## src/rtl/mem_arb_pkg.sv

```systemverilog
// Shared constants for the amber memory arbiters: owner encodings and the
// default fetch-starvation limit.
package mem_arb_pkg;

  localparam int HBIT_ARB_OWN       = 1;
  localparam int ARB_STARVE_MAX_DEF = 4;

  localparam logic [HBIT_ARB_OWN:0] ARB_OWN_NONE = 2'd0;
  localparam logic [HBIT_ARB_OWN:0] ARB_OWN_IF   = 2'd1;
  localparam logic [HBIT_ARB_OWN:0] ARB_OWN_MA   = 2'd2;

endpackage

```

## src/rtl/mem_arb_pick.sv

```systemverilog
// Combinational two-way winner select, shared with the DMA/debug port arbiter.
// AMBER_ARB_RR_EN selects round-robin; otherwise MA-priority with starvation override.
module mem_arb_pick (
  input  logic i_if_req,
  input  logic i_ma_req,
  input  logic i_starve_hit,
  input  logic i_last_ma,
  output logic o_if_win,
  output logic o_ma_win
);

  logic w_if_pref;

`ifdef AMBER_ARB_RR_EN
  logic w_unused_starve;
  assign w_if_pref       = i_last_ma;
  assign w_unused_starve = i_starve_hit;
`else
  logic w_unused_last;
  assign w_if_pref     = i_starve_hit;
  assign w_unused_last = i_last_ma;
`endif

  // On contention exactly one of the two terms below is true.
  assign o_if_win = i_if_req & (~i_ma_req | w_if_pref);
  assign o_ma_win = i_ma_req & (~i_if_req | ~w_if_pref);

endmodule

```

## src/rtl/mem_arb.sv

```systemverilog
// IF/MA arbiter for the single-ported unified memory; routes 1-cycle read data
// back to its owner. Define AMBER_ARB_RR_EN for round-robin instead of MA-priority.
module mem_arb
  import mem_arb_pkg::*;
#(
  parameter int ADDR_W     = 12,
  parameter int DATA_W     = 24,
  parameter int STARVE_MAX = ARB_STARVE_MAX_DEF
) (
  input  logic              iw_clk,
  input  logic              iw_rst,
  input  logic              iw_if_req,
  input  logic [ADDR_W-1:0] iw_if_addr,
  output logic              ow_if_gnt,
  output logic              ow_if_rvalid,
  output logic [DATA_W-1:0] ow_if_rdata,
  input  logic              iw_ma_req,
  input  logic              iw_ma_we,
  input  logic [ADDR_W-1:0] iw_ma_addr,
  input  logic [DATA_W-1:0] iw_ma_wdata,
  output logic              ow_ma_gnt,
  output logic              ow_ma_rvalid,
  output logic [DATA_W-1:0] ow_ma_rdata,
  output logic              ow_mem_en,
  output logic              ow_mem_we,
  output logic [ADDR_W-1:0] ow_mem_addr,
  output logic [DATA_W-1:0] ow_mem_wdata,
  input  logic [DATA_W-1:0] iw_mem_rdata
);

  logic                  w_if_win;
  logic                  w_ma_win;
  logic                  w_if_gnt;
  logic                  w_ma_gnt;
  logic                  w_starve_hit;
  logic                  w_last_ma;
  logic [HBIT_ARB_OWN:0] r_owner;
  logic [HBIT_ARB_OWN:0] r_last;

  always_ff @(posedge iw_clk) begin
    assert (STARVE_MAX > 0);
  end

  assign w_last_ma = (r_last == ARB_OWN_MA);

  mem_arb_pick u_pick (
    .i_if_req     (iw_if_req),
    .i_ma_req     (iw_ma_req),
    .i_starve_hit (w_starve_hit),
    .i_last_ma    (w_last_ma),
    .o_if_win     (w_if_win),
    .o_ma_win     (w_ma_win)
  );

  // Reset gates the grants so no command reaches memory while held in reset.
  assign w_if_gnt = w_if_win & iw_rst;
  assign w_ma_gnt = w_ma_win & iw_rst;

`ifdef AMBER_ARB_RR_EN
  assign w_starve_hit = 1'b0;
`else
  localparam int SW = (STARVE_MAX < 1) ? 1 : $clog2(STARVE_MAX + 1);
  localparam logic [SW-1:0] STARVE_LIM = SW'(STARVE_MAX);

  logic [SW-1:0] r_starve;

  always_ff @(posedge iw_clk or negedge iw_rst) begin
    if (!iw_rst) begin
      r_starve <= '0;
    end else if (!iw_if_req || w_if_gnt) begin
      r_starve <= '0;
    end else if (r_starve != STARVE_LIM) begin
      r_starve <= r_starve + SW'(1);
    end
  end

  assign w_starve_hit = (r_starve == STARVE_LIM);
`endif

  always_ff @(posedge iw_clk or negedge iw_rst) begin
    if (!iw_rst) begin
      r_owner <= ARB_OWN_NONE;
      r_last  <= ARB_OWN_MA;
    end else begin
      if (w_if_gnt) begin
        r_owner <= ARB_OWN_IF;
      end else if (w_ma_gnt && !iw_ma_we) begin
        r_owner <= ARB_OWN_MA;
      end else begin
        r_owner <= ARB_OWN_NONE;
      end
      if (w_if_gnt) begin
        r_last <= ARB_OWN_IF;
      end else if (w_ma_gnt) begin
        r_last <= ARB_OWN_MA;
      end
    end
  end

  assign ow_if_gnt    = w_if_gnt;
  assign ow_ma_gnt    = w_ma_gnt;
  assign ow_mem_en    = w_if_gnt | w_ma_gnt;
  assign ow_mem_we    = w_ma_gnt & iw_ma_we;
  assign ow_mem_addr  = w_if_gnt ? iw_if_addr : (w_ma_gnt ? iw_ma_addr : '0);
  assign ow_mem_wdata = w_ma_gnt ? iw_ma_wdata : '0;

  assign ow_if_rvalid = (r_owner == ARB_OWN_IF);
  assign ow_ma_rvalid = (r_owner == ARB_OWN_MA);
  assign ow_if_rdata  = ow_if_rvalid ? iw_mem_rdata : '0;
  assign ow_ma_rdata  = ow_ma_rvalid ? iw_mem_rdata : '0;

endmodule

```

## config.mk

```make
export PLATFORM = sky130hd
export DESIGN_NAME = mem_arb
export DESIGN_NICKNAME = d
export VERILOG_FILES = /design/src/rtl/mem_arb_pkg.sv /design/src/rtl/mem_arb_pick.sv /design/src/rtl/mem_arb.sv
export SDC_FILE = /design/constraint.sdc
export NUM_CORES = 1
export LEC_CHECK = 0
export CAP_MARGIN = 20
export CORE_AREA = 8 8 79 81
export CTS_BUF_LIST = sky130_fd_sc_hd__clkbuf_16
export CTS_CLUSTER_SIZE = 24
export DETAILED_ROUTE_END_ITERATION = 6
export DIE_AREA = 0 0 87 89
export PLACE_DENSITY_LB_ADDON = 0.15
export SYNTH_ARGS = -nofsm -noshare
export SYNTH_HDL_FRONTEND = slang
export SYNTH_SLANG_ARGS = --single-unit
```

## constraint.sdc

```tcl
create_clock -name iw_clk -period 1.6 [get_ports iw_clk]
set_input_delay 0.32 -clock iw_clk [delete_from_list [all_inputs] [get_ports iw_clk]]
set_output_delay 0.32 -clock iw_clk [all_outputs]
set_load 0.05 [all_outputs]
```

# ---- After elaboration in Yosys (flattened, before gate mapping)
# Index checks and enable logic that the tools add are counted.
dict set report classes {
  addsub 1
  multipliers 0
  div_mod_pow 0
  n_lt_le_gt_ge 0
  eq_ne 4
  n_shift 0
  n_mux 9
  bitwise 11
  reduce_logical 5
}
# operator n
set op_table {}
lappend op_table {{2-to-1 mux 24 bit} 3}
lappend op_table {{2-to-1 mux 12 bit} 2}
lappend op_table {{2-to-1 mux 3 bit} 2}
lappend op_table {{bitwise AND 1 bit} 5}
lappend op_table {{2-to-1 mux 2 bit} 2}
lappend op_table {{adder 3 x 1 -> 3 bit, second input constant} 1}
lappend op_table {{== test 3 bit, second input constant} 1}
lappend op_table {{!= test 3 bit, second input constant} 1}
lappend op_table {{NOT 1 bit} 3}
lappend op_table {{bitwise OR 1 bit} 3}
lappend op_table {{== test 2 x 1 -> 1 bit, second input constant} 1}
lappend op_table {{== test 2 bit, second input constant} 1}
lappend op_table {{zero test 1 bit} 2}
lappend op_table {{nonzero test 2 bit} 1}
lappend op_table {{logical AND 1 bit} 1}
lappend op_table {{logical OR 1 bit} 1}
dict set report word_totals {
  reg_bits 5
  latch_bits 0
  mem_bits_rw 0
  mem_bits_ro 0
  input_bits 77
  output_inout_bits 90
  wordCells 32
  memories 0
}

# ---- Logic depth before layout (Yosys ltp)
dict set report depth {
  depth_word 8
  mapped_depth 6
  mapped_depth_nobuf 5
}

# ---- Cells and area by module
# From an unflattened synthesis, not the netlist that was laid out.
dict set report hier_totals {
  hier_cells 159
  hier_area_um2 1146.1
}
# module n_inst cells_each area_each_um2 seq_area_each_um2
set modules_own_cells {}
lappend modules_own_cells {mem_arb 1 156 1127.3 176.4}
lappend modules_own_cells {mem_arb_pick 1 3 18.8 0.0}

# ---- Least setup slack after synthesis
# Ideal clock, no wire load.
dict set report synth_timing {
  path_kind {register -> output}
  start {register r_starve[0]}
  end {output ow_mem_addr[10]}
  arrival_time_ns 1.662
  t_required_ns 1.280
  slack_ns -0.382
  stages_incl_launch_ff 7
  path_buffers 1
  path_cell_list {dfrtp_1 inv_1 ha_1 nand2_1 a21oi_2 buf_6 a22o_1}
}
dict set report synth_between {
  word_cells_on_any_way 10
  classes_between {1 x eq/ne; 2 x mux; 7 x bitwise}
}
# element line
set synth_lines {}
lappend synth_lines {{start: declaration} mem_arb.sv:65} ;# logic [SW-1:0] r_starve;
lappend synth_lines {{start signal: assignment} mem_arb.sv:73} ;# r_starve <= r_starve + SW'(1);
lappend synth_lines {{== test 3 bit} mem_arb.sv:77} ;# assign w_starve_hit = (r_starve == STARVE_LIM);
lappend synth_lines {{bitwise OR 1 bit} mem_arb_pick.sv:25} ;# assign o_if_win = i_if_req & (~i_ma_req | w_if_pref);
lappend synth_lines {{bitwise AND 1 bit} mem_arb_pick.sv:25}
lappend synth_lines {{bitwise AND 1 bit} mem_arb.sv:56} ;# assign w_if_gnt = w_if_win & iw_rst;
lappend synth_lines {{net ow_if_gnt} mem_arb.sv:14} ;# output logic ow_if_gnt,
lappend synth_lines {{2-to-1 mux 12 bit} mem_arb.sv:104} ;# assign ow_mem_addr = w_if_gnt ? iw_if_addr : (w_ma_gnt ? iw_ma_addr : '0);
lappend synth_lines {{end: declaration} mem_arb.sv:26} ;# output logic [ADDR_W-1:0] ow_mem_addr,
# The timed path passes the listed nets, and every way through them passes these cells.

# ---- Final worst setup path
dict set report layout_timing {
  start {register r_starve[0]}
  end {output ow_mem_addr[10]}
}
dict set report layout_between {
  elab_chain_len 7
  word_cells_on_any_way 10
  classes_between {1 x eq/ne; 2 x mux; 7 x bitwise}
}
# element line
set layout_lines {}
lappend layout_lines {{== test 3 bit *} mem_arb.sv:77}
lappend layout_lines {{NOT 1 bit} mem_arb_pick.sv:26} ;# assign o_ma_win = i_ma_req & (~i_if_req | ~w_if_pref);
lappend layout_lines {{bitwise OR 1 bit} mem_arb_pick.sv:26}
lappend layout_lines {{bitwise AND 1 bit} mem_arb_pick.sv:26}
lappend layout_lines {{bitwise AND 1 bit} mem_arb.sv:57} ;# assign w_ma_gnt = w_ma_win & iw_rst;
lappend layout_lines {{2-to-1 mux 12 bit} mem_arb.sv:104}
lappend layout_lines {{2-to-1 mux 12 bit *} mem_arb.sv:104}
# Every way passes the cells marked *; elsewhere a longest branch is shown, timed or not.

==> impl_metrics.csv <==
group,metric,value,unit
critical_path,crit_arrival,1640,ps
power_and_ir_drop,seqPwrFrac,0.081,
routing,dr.pass1.iters,4,
die,die_w,87,um
final_layout,final_nets,396,
global_route,grt_pass1_wl,9960,um
routing,ant_nets,0,
die,start_util,0.185,
placed_design,port_buffers,166,
timing,finalCriticalPeriod,1960,ps
final_layout,final_common_cell,"buf_12",
timing,skew,0.500,ps
routing,drtIter0Drc,19,
global_route,grt_overflow,0,
logic_synthesis,synth.yosys.seq_area_share,0.136,
routing,drc,0,
logic_synthesis,synth_top_cell_area_share,0.496,
logic_synthesis,syn_inst,125,
routing,post_drt_wl_per_cell,18.8,um
clock_tree,cts_root_buf,"clkbuf_16",
critical_path,r2r_slack,190,ps
critical_path,cpMaxStageDelayCell,"dfrtp_1",
clock_tree,insertion_delay,230,ps
critical_path,critical_path_buf_inv_count,3,
logic_synthesis,ys_types,20,
timing,fmax,511,MHz
logic_synthesis,synth_area_leaders,"and2_1 (50%), dfrtp_1 (14%), a22o_1 (11%)",
final_layout,area_delta_synth_final,363,%
timing,worst_slew_pin_slew,244,ps
power_and_ir_drop,p_leak,1.86,nW
global_route,first_global_vias,1775,
timing,timing.final.ws_setup,-357,ps
power_and_ir_drop,vdd_drop_max,307,uV
critical_path,cpPeakStageDelay,390,ps
job,maxCapViolCount,0,
logic_synthesis,synth_seq_cells,5,
die,die-area,7740,um2
placed_design,dp_hpwl,5680,um
power_and_ir_drop,combPwrFrac,0.687,
clock_tree,htreeDepth,1,
critical_path,required,1280,ps
timing,maxSlewHeadroom,0.837,
timing,hold_viol,0,
logic_synthesis,yosys.area.top_type,"and2_1",
die,row_count,26,
critical_path,critical_path.max_fanout,7,
timing,period_share,1.22,
die,core-area,4980,um2
global_route,use_met1,0.165,
critical_path,critPathKind,"reg2out",
power_and_ir_drop,p_clk_frac,0.232,
timing,rsz0062_at_grt,"yes",
power_and_ir_drop,switching_power,0.000612,W
timing,slew_viol_final,0,
run_status,violations,"setup timing",
final_layout,fill_cells,243,
routing,post_drt_via_cell_ratio,4.35,
global_route,antenna_found_initial,0,
critical_path,path_cells,"inv_2 > ha_4 > nand2_4 > a21oi_4 > clkbuf_16 > a22o_4 > buf_12",
placed_design,routabilityCongestion,0.702,
power_and_ir_drop,finalPower,0.00173,W
critical_path,critPathTopFamily,"buffers and inverters",
final_layout,final_cell_mix,"buf_12 (94), clkdlybuf4s50_1 (73), and2_4 (67)",
run_status,status,"finished, violations left",
global_route,grt_max_degree,26,
timing,finalSetupViolations,64,
clock_tree,clk_path_buf_depth,2,
clock_tree,cts_tree,"yes",
die,die_h,89,um
global_route,grt_use_total,0.167,
worst_hold_path,worstHoldPathType,"in2async",
routing,wirelength,7240,um
placed_design,place_inst,366,
power_and_ir_drop,swShare,0.354,
die,num_io_pins,167,
power_and_ir_drop,powerDensity,405,nW/um2
power_and_ir_drop,internal-power,0.00112,W
logic_synthesis,synth_area,921,um2
global_route,grt_use_met3,0.0616,
clock_tree,cts.clk_slew.worst_paths,30,ps
global_route,top_usage_layer,"met2",
clock_tree,cts_buffers,3,
global_route,grtUsageMet2,0.330,
final_layout,drive_gt1_frac,0.696,
critical_path,cp-start-kind,"flip-flop",
final_layout,final_cells,386,
logic_synthesis,synth.avg_cell_area,7.37,um2
clock_tree,clock_sinks,5,
logic_synthesis,synth_nets,204,
logic_synthesis,yosysWarnings,0,
routing,num_vias,1681,
critical_path,cp-end-kind,"primary output",
clock_tree,hold_buffers,0,
final_layout,antenna_cells,0,
-- synth_stat cells --
| library cell | instances |
|---|---|
| and2_1 | 73 |
| a22o_1 | 12 |
| nand2_1 | 8 |
| dfrtp_1 | 5 |
| buf_2 | 4 |
| buf_6 | 3 |
| nor2b_1 | 3 |
| clkbuf_1 | 2 |
| ha_1 | 2 |
| inv_1 | 2 |
| o22ai_1 | 2 |
| a21oi_1 | 1 |
| a21oi_2 | 1 |
| a31oi_4 | 1 |
| clkbuf_2 | 1 |
| mux2_2 | 1 |
| nand2b_1 | 1 |
| o211ai_1 | 1 |
| o21a_1 | 1 |
| or2_2 | 1 |
-- path summary, 6_finish.rpt --
path                              from               to  cells past startpoint
setup / recovery           r_starve[0]  ow_mem_addr[10]                      7
hold / removal                  iw_rst      r_starve[0]                      2
setup reg to reg           r_starve[0]      r_starve[0]                      6
hold reg to reg            r_starve[2]      r_starve[2]                      1
max in group asynchronous       iw_rst      r_starve[2]                      2
min in group iw_clk        r_starve[2]      r_starve[2]                      1
-- layer usage --
layer	wire length, um	up-vias
li1	-	787
met4	48	0
met3	780	4
met5	0	-
met2	3780	115
met1	2630	775
-- layout make-up --
type,count,area [um2],area share
Inverter,2,7.51,0.00176
Multi-Input combinational cell,108,1050,0.246
Clock inverter,1,3.75,0.000880
Clock buffer,3,75.1,0.0176
Sequential cell,5,125,0.0293
Timing Repair Buffer,197,2920,0.684
Tap cell,70,87.6,0.0205
-- flip-flops by register name, indices dropped and copies added, names as in the netlist --
register  cells
r_starve      3
r_owner       2
-- metrics by stage --
| step | TNS [ps] | hold slack (ps) | worst slack (ps) | cell area [um2] | util |
|---|---|---|---|---|---|
| 5_1_grt | -19240 | 275 | -401 | 4260 | 0.857 |
| 3_5_place_dp | -16730 | 565 | -467 | 3840 | 0.771 |
| 6_report | -15180 | 258 | -357 | 4260 | 0.857 |
| 2_1_floorplan | -801 | 24.4 | -89.0 | 1100 | - |
| 3_3_place_gp | -16430 | 542 | -448 | 3840 | 0.771 |
| 4_1_cts | -12570 | 245 | -338 | 4110 | 0.826 |
-- power by group through the flow --
stage / sequential, W / combinational, W / clock [W]
after floorplan: 0.000140 / 0.000465 / 0
after global placement: 0.000140 / 0.00108 / 0
after detailed placement: 0.000140 / 0.00109 / 0
after CTS: 0.000140 / 0.00115 / 0.000405
after global routing: 0.000141 / 0.00123 / 0.000416
final: 0.000141 / 0.00119 / 0.000401
-- kinds of logic after synthesis --
kind of cell,count (synthesis),synth area share
AOI/OAI and AO/OA,19,0.182
muxes,1,0.0122
and+or+nand+nor,86,0.563
buffers and inverters,12,0.0802
adders and majority gates,2,0.0272
DFF,5,0.136
-- timing repair --
| action | CTS | global route |
|---|---|---|
| resized for setup | 41 | 41 |
| pin swaps | 24 | 19 |
| setup endpoints to repair | 79 | 87 |
| cloned | 2 | 3 |
| buffers inserted | 7 | 7 |
Power figures use the tool's default switching activity.
